$ cat config.mk
export PLATFORM = sky130hd
export DESIGN_NAME = irq_controller
export DESIGN_NICKNAME = d
export VERILOG_FILES = /design/src/rtl/irq_pkg.sv /design/src/rtl/irq_controller_sync.sv /design/src/rtl/irq_controller.sv
export SDC_FILE = /design/constraint.sdc
export NUM_CORES = 1
export LEC_CHECK = 0
export CAP_MARGIN = 20
export CELL_PAD_IN_SITES_DETAIL_PLACEMENT = 1
export CELL_PAD_IN_SITES_GLOBAL_PLACEMENT = 1
export CORE_AREA = 10 10 107 109
export CTS_BUF_LIST = sky130_fd_sc_hd__clkbuf_8
export CTS_CLUSTER_DIAMETER = 150
export CTS_CLUSTER_SIZE = 24
export DETAILED_ROUTE_END_ITERATION = 10
export DIE_AREA = 0 0 117 119
export GPL_TIMING_DRIVEN = 0
export PLACE_DENSITY = 0.89
export SKIP_CTS_REPAIR_TIMING = 1
export SLEW_MARGIN = 5
export SYNTH_ARGS = -nofsm -noshare
export SYNTH_HDL_FRONTEND = slang
export SYNTH_SLANG_ARGS = --single-unit
$ cat constraint.sdc
create_clock -name clk -period 1.95 [get_ports clk]
set_input_delay 0.39 -clock clk [delete_from_list [all_inputs] [get_ports clk]]
set_output_delay 0.39 -clock clk [all_outputs]
set_load 0.01 [all_outputs]
$ cat src/rtl/irq_pkg.sv
// Shared register map, FSM states and priority helper for the interrupt controller.
package irq_pkg;

   localparam int MAX_SRC = 16;

   localparam logic [4:0] OFF_PENDING = 5'h00;
   localparam logic [4:0] OFF_ENABLE  = 5'h04;
   localparam logic [4:0] OFF_EDGE    = 5'h08;
   localparam logic [4:0] OFF_CAUSE   = 5'h0C;
   localparam logic [4:0] OFF_EOI     = 5'h10;
   localparam logic [4:0] OFF_ICOUNT  = 5'h14;

   typedef enum logic [1:0] {
      IDLE,
      REQ,
      WAIT_ACK,
      SERVICE
   } irq_state_t;

   // Lowest set index wins.
   function automatic logic [3:0] lowest_id(input logic [MAX_SRC-1:0] v);
      logic [3:0] id;
      id = '0;
      for (int i = MAX_SRC - 1; i >= 0; i--)
         if (v[i]) id = 4'(i);
      return id;
   endfunction

endpackage

$ cat src/rtl/irq_controller_sync.sv
// Per-source synchronizer chain with a rising-edge detector on the synced level.
module irq_src_sync #(
   parameter int SYNC_STAGES = 2
) (
   input  logic clk,
   input  logic reset,
   input  logic src,
   output logic level,
   output logic rise
);

   logic [SYNC_STAGES-1:0] sync_q;
   logic                   prev_q;

   always_ff @(posedge clk or posedge reset) begin
      if (reset) begin
         sync_q <= '0;
         prev_q <= 1'b0;
      end else begin
         sync_q <= {sync_q[SYNC_STAGES-2:0], src};
         prev_q <= sync_q[SYNC_STAGES-1];
      end
   end

   assign level = sync_q[SYNC_STAGES-1];
   assign rise  = level & ~prev_q;

endmodule

$ cat src/rtl/irq_controller.sv
// Interrupt controller: I_Req/IACK handshake, EOI hold-off, memory-mapped regs.
// Define IRQ_COUNT_EN to add the ICOUNT acknowledge counter at offset 0x14.
module irq_controller
   import irq_pkg::*;
#(
   parameter int          NUM_SRC     = 8,
   parameter logic [31:0] BASE_ADDR   = 32'h0000_F000,
   parameter int          SYNC_STAGES = 2,
   parameter int          ACK_TIMEOUT = 4
) (
   input  logic               clk,
   input  logic               reset,
   input  logic [NUM_SRC-1:0] irq_src,
   output logic               I_Req,
   input  logic               IACK,
   input  logic [31:0]        bus_addr,
   input  logic [31:0]        bus_wdata,
   input  logic [3:0]         bus_we,
   output logic               bus_sel,
   output logic [31:0]        bus_rdata
);

   localparam int CW = $clog2(ACK_TIMEOUT);

   logic [NUM_SRC-1:0] level;
   logic [NUM_SRC-1:0] rise;
   logic [NUM_SRC-1:0] pend_q;
   logic [NUM_SRC-1:0] pend_d;
   logic [NUM_SRC-1:0] en_q;
   logic [NUM_SRC-1:0] edge_q;
   logic [NUM_SRC-1:0] cand;
   logic [NUM_SRC-1:0] w1c;
   logic [NUM_SRC-1:0] ack_clr;
   logic [MAX_SRC-1:0] cand_ext;
   logic [3:0]         win;
   logic [3:0]         sel_id_q;
   logic [CW-1:0]      cnt_q;
   logic               cause_v_q;
   logic [3:0]         cause_id_q;
   logic [4:0]         off;
   logic               wr;
   logic               ack;
   logic               eoi;
   logic               timeout;
   logic [31:0]        rd;
   logic               unused_wdata;
   irq_state_t         state_q;
   irq_state_t         state_d;

   for (genvar i = 0; i < NUM_SRC; i++) begin : g_src
      irq_src_sync #(
         .SYNC_STAGES(SYNC_STAGES)
      ) u_sync (
         .clk  (clk),
         .reset(reset),
         .src  (irq_src[i]),
         .level(level[i]),
         .rise (rise[i])
      );
   end

   assign bus_sel = (bus_addr[31:5] == BASE_ADDR[31:5]);
   assign off     = bus_addr[4:0];
   assign wr      = bus_sel & (bus_we == 4'b1111);
   assign ack     = (state_q == WAIT_ACK) & IACK;
   assign eoi     = wr & (off == OFF_EOI) & (state_q == SERVICE);
   assign timeout = (cnt_q == CW'(ACK_TIMEOUT - 1));
   assign cand    = pend_q & en_q;

   always_comb begin
      cand_ext = '0;
      cand_ext[NUM_SRC-1:0] = cand;
   end

   assign win = lowest_id(cand_ext);

   assign w1c = (wr && off == OFF_PENDING) ?
                bus_wdata[NUM_SRC-1:0] : '0;
   assign ack_clr = ack ?
                    (edge_q & (NUM_SRC'(1) << sel_id_q)) : '0;

   // A fresh edge beats any clear landing in the same cycle.
   assign pend_d = (edge_q & (rise | (pend_q & ~w1c & ~ack_clr)))
                 | (~edge_q & level);

   always_ff @(posedge clk or posedge reset) begin
      if (reset) begin
         pend_q <= '0;
         en_q   <= '0;
         edge_q <= '0;
      end else begin
         pend_q <= pend_d;
         if (wr && off == OFF_ENABLE)
            en_q <= bus_wdata[NUM_SRC-1:0];
         if (wr && off == OFF_EDGE)
            edge_q <= bus_wdata[NUM_SRC-1:0];
      end
   end

   always_ff @(posedge clk or posedge reset) begin
      if (reset)
         state_q <= IDLE;
      else
         state_q <= state_d;
   end

   always_comb begin
      state_d = state_q;
      unique case (state_q)
         IDLE:     if (cand != '0) state_d = REQ;
         REQ:      state_d = WAIT_ACK;
         WAIT_ACK: begin
            if (IACK)
               state_d = SERVICE;
            else if (timeout)
               state_d = REQ;
         end
         SERVICE:  if (eoi) state_d = IDLE;
         default:  state_d = IDLE;
      endcase
   end

   always_comb begin
      I_Req = (state_q == REQ);
   end

   always_ff @(posedge clk or posedge reset) begin
      if (reset) begin
         sel_id_q   <= '0;
         cnt_q      <= '0;
         cause_v_q  <= 1'b0;
         cause_id_q <= '0;
      end else begin
         if (state_q == IDLE && cand != '0)
            sel_id_q <= win;
         if (state_q == REQ)
            cnt_q <= '0;
         else if (state_q == WAIT_ACK)
            cnt_q <= cnt_q + CW'(1);
         if (ack) begin
            cause_v_q  <= 1'b1;
            cause_id_q <= sel_id_q;
         end else if (eoi) begin
            cause_v_q <= 1'b0;
         end
      end
   end

`ifdef IRQ_COUNT_EN
   logic [31:0] icount_q;

   always_ff @(posedge clk or posedge reset) begin
      if (reset)
         icount_q <= '0;
      else if (wr && off == OFF_ICOUNT)
         icount_q <= '0;
      else if (ack)
         icount_q <= icount_q + 32'd1;
   end
`endif

   always_comb begin
      rd = '0;
      if (bus_sel) begin
         case (off)
            OFF_PENDING: rd[NUM_SRC-1:0] = pend_q;
            OFF_ENABLE:  rd[NUM_SRC-1:0] = en_q;
            OFF_EDGE:    rd[NUM_SRC-1:0] = edge_q;
            OFF_CAUSE:   rd = {cause_v_q, 27'b0, cause_id_q};
`ifdef IRQ_COUNT_EN
            OFF_ICOUNT:  rd = icount_q;
`endif
            default:     rd = '0;
         endcase
      end
   end

   assign bus_rdata = rd;

   assign unused_wdata = ^bus_wdata[31:NUM_SRC];

endmodule

==> run_results.csv <==
group,metric,value,unit
die,initial_core_util,30.04,%
timing,finalSetupViolations,9,
die,dieArea,13920,sq um
min_path,min_from,"g_src[6].u_sync.sync_q[0]$_DFF_PP0_",
power_and_ir_drop,power,3.248,mW
timing,min_period,2.065,ns
finish,final_area,4249,sq um
place,dp_slack,-1.422,ns
grt,grt-ovfl-total,0,
grt,antenna_found_initial,1,
worst_setup_path,cp.required,1.56,ns
timing,hold_viol_final,0,
clock_tree,cts_sinks,59,
synthesis,synth-edff-count,0,
grt,grt_max_degree,31,
clock_tree,clockRootBuffer,"clkbuf_8",
finish,final_cell_mix,"dfrtp_1, buf_4, clkdlybuf4s50_1",
die,core_area,9459,sq um
clock_tree,htreeDepth,3,
detailed_routing,antenna_left,0,
timing,setup_ws,-0.1147,ns
die,die_w,117,um
synthesis,synth-async-reset-ratio,100.0,%
finish,syn2layout_area_growth,49.54,%
synthesis,synthFlopType,"dfrtp_1",
synthesis,avgSynthCellArea,11.46,sq um
min_path,whs_path_depth,0,
worst_setup_path,cpPeakStageDelay,0.33,ns
worst_setup_path,ff2ff_setup_slack,0.12,ns
worst_setup_path,endpoint_kind,"primary output",
synthesis,synth.distinct_cells,42,
timing,fin_crit_sh,105.9,%
detailed_routing,firstDrtPassIters,4,
worst_setup_path,slowest_stage,"and4bb_2",
finish,mostFrequentLayoutCell,"dfrtp_1",
detailed_routing,via_per_inst,5.013,
power_and_ir_drop,powerDensity,764.5,nW/um^2
clock_tree,cts_tree,"yes",
place,gp_congestion,0.8292,
clock_tree,clk_latency,0.35,ns
timing,hold-worst-slack,0.3481,ns
power_and_ir_drop,ir_worst_vdd,0.4795,mV
grt,grt_use_total,12.29,%
detailed_routing,post-route-drc-count,0,
timing,max_slew_margin,55.81,%
clock_tree,clock_path_buffers,2,
timing,max_freq,0.4843,GHz
worst_setup_path,path_buf_inv,3,
timing,slew_viol_final,0,
timing,fin_skew,0.008478,ns
worst_setup_path,crit_path_start_kind,"input port",
clock_tree,clk_pin_slew,0.06,ns
worst_setup_path,critPathKind,"in2out",
grt,grt_pass1_wl,13460,um
outcome,failed_checks,"negative setup slack",
worst_setup_path,r2r_cells,7,
worst_setup_path,r2r_end,"pend_q[0]$_DFF_PP0_",
die,io_pins,113,
outcome,outcome,"finished with violations",
detailed_routing,wire_per_inst,18.75,um
place,placed_area,3787,sq um
min_path,hold_class,"reg2reg",
worst_setup_path,critical-path-top-delay-family,"simple AND/OR/NAND/NOR gates",
finish,num-nets-final,443,
place,dpl.hpwl,6529,um
grt,grt_pass1_vias,2639,
worst_setup_path,path_cells,"dlymetal6s2s_1 -> and4bb_2 -> nand4_4 -> nor2_4 -> nand3b_1 -> buf_6 -> nor2_1 -> buf_2",
synthesis,synth-seq-cells,59,
timing,rsz0062_at_grt,"true",
finish,post-route-util,44.92,%
min_path,hold_end,"g_src[6].u_sync.sync_q[1]$_DFF_PP0_",
worst_setup_path,worst-path-stages,8,
synthesis,synth_warnings,0,
clock_tree,cts_buffers,9,
detailed_routing,drt_iter0_markers,143,
detailed_routing,drt-total-wl,8983,um
run,maxCapViolCount,0,
die,rows,36,
synthesis,yosysSeqAreaShare,51.96,%
worst_setup_path,reg2reg_from,"state_q[0]$_DFFE_PP0P_",
synthesis,synth_cells,248,
synthesis,synth_area,2841,sq um
place,placement.io_buffers,65,
power_and_ir_drop,leakage,2.147,nW
finish,drive_gt1_share,33.79,%
timing,worstMarginPinSlew,0.6619,ns
die,die_h,119,um
worst_setup_path,worstPathArrival,1.67,ns
detailed_routing,dr_total_vias,2401,
worst_setup_path,cp_max_fo,5,
-- worst reg2reg max path, stage by stage (launching register included) --
cell and delay, ns:
dfrtp_1 0.42, inv_1 0.12, ha_2 0.28, nand2_2 0.15
or4_1 0.44, nand3_1 0.10, a31oi_1 0.05, a21o_1 0.17
-- cell families after synthesis --
group,synth area share (%)
other cells,0.1320
simple gates,15.90
fa+ha+maj,2.202
compound gates,11.14
flops,51.96
mux,11.36
buf+inv,7.310
-- registers in the layout, summed over array words and instances, names as in the netlist --
name	cells
sel_id_q	3
pend_q	8
en_q	8
g_src.u_sync.sync_q	16
cause_v_q	1
edge_q	8
state_q	2
g_src.u_sync.prev_q	8
cause_id_q	3
cnt_q	2
-- metal layers --
metal  vias up  wire, um  GRT usage (%)
met2       117      4404          20.47
met4         0       166          6.491
met5         -         0              0
met1      1184      3554          13.06
li1       1081         -              -
met3        19       859          4.769
-- how the worst max path moves through the flow --
| stage | from | to | slack (ns) |
|---|---|---|---|
| floorplan | bus_addr[7] | edge_q[5]$_DFFE_PP0P_ | -0.11 |
| global placement | bus_addr[6] | bus_rdata[6] | -1.34 |
| detailed placement | bus_addr[22] | bus_rdata[6] | -1.42 |
| CTS | bus_addr[22] | bus_rdata[6] | -1.44 |
| global route | bus_addr[8] | bus_rdata[5] | -0.18 |
| finish | bus_addr[16] | bus_rdata[5] | -0.11 |
-- synthesized netlist by cell type (2+ instances only) --
library cell | number | share of area (%)
nor3_1 | 2 | 0.35
nand2_1 | 25 | 3.3
inv_1 | 7 | 0.92
nand3_1 | 12 | 2.1
a21oi_1 | 8 | 1.4
nor2_1 | 18 | 2.4
mux4_2 | 3 | 2.4
nor4b_2 | 2 | 1.1
ha_1 | 5 | 2.2
nand3b_1 | 2 | 0.53
nor2b_1 | 4 | 0.88
a22o_1 | 4 | 1.2
a22oi_1 | 4 | 1.1
a21o_1 | 6 | 1.6
dfrtp_1 | 59 | 52
mux2_2 | 15 | 5.9
o311ai_0 | 5 | 1.5
nor4_1 | 4 | 0.88
mux2i_1 | 6 | 2.1
buf_4 | 23 | 6.1
o21ai_0 | 7 | 1.2
a31oi_1 | 7 | 1.5
-- per-stage QoR --
stage                     cells  TNS, ns
after floorplan             270   -2.013
after global placement      449   -87.48
after detailed placement    451   -37.02
after CTS                   467   -27.58
after global routing        478   -1.442
final                       479  -0.7987
-- power by group --
part	leakage (nW)	total (mW)	internal (mW)	switching, mW
registers	0.739	1.36	1.30	0.0560
logic	1.29	0.628	0.310	0.318
clock network	0.119	1.26	0.781	0.480
total	2.15	3.25	2.39	0.854
-- layout make-up --
cell class	instances	area (sq um)
Inverter	7	26.28
Multi-Input combinational cell	179	1399
Timing Repair Buffer	78	780.7
Tap cell	114	142.6
Antenna cell	1	2.502
Buffer	25	195.2
Sequential cell	59	1476
Fill cell	1028	5210
Clock buffer	11	151.4
Clock inverter	5	75.07
(Power assumes the default switching activity.)
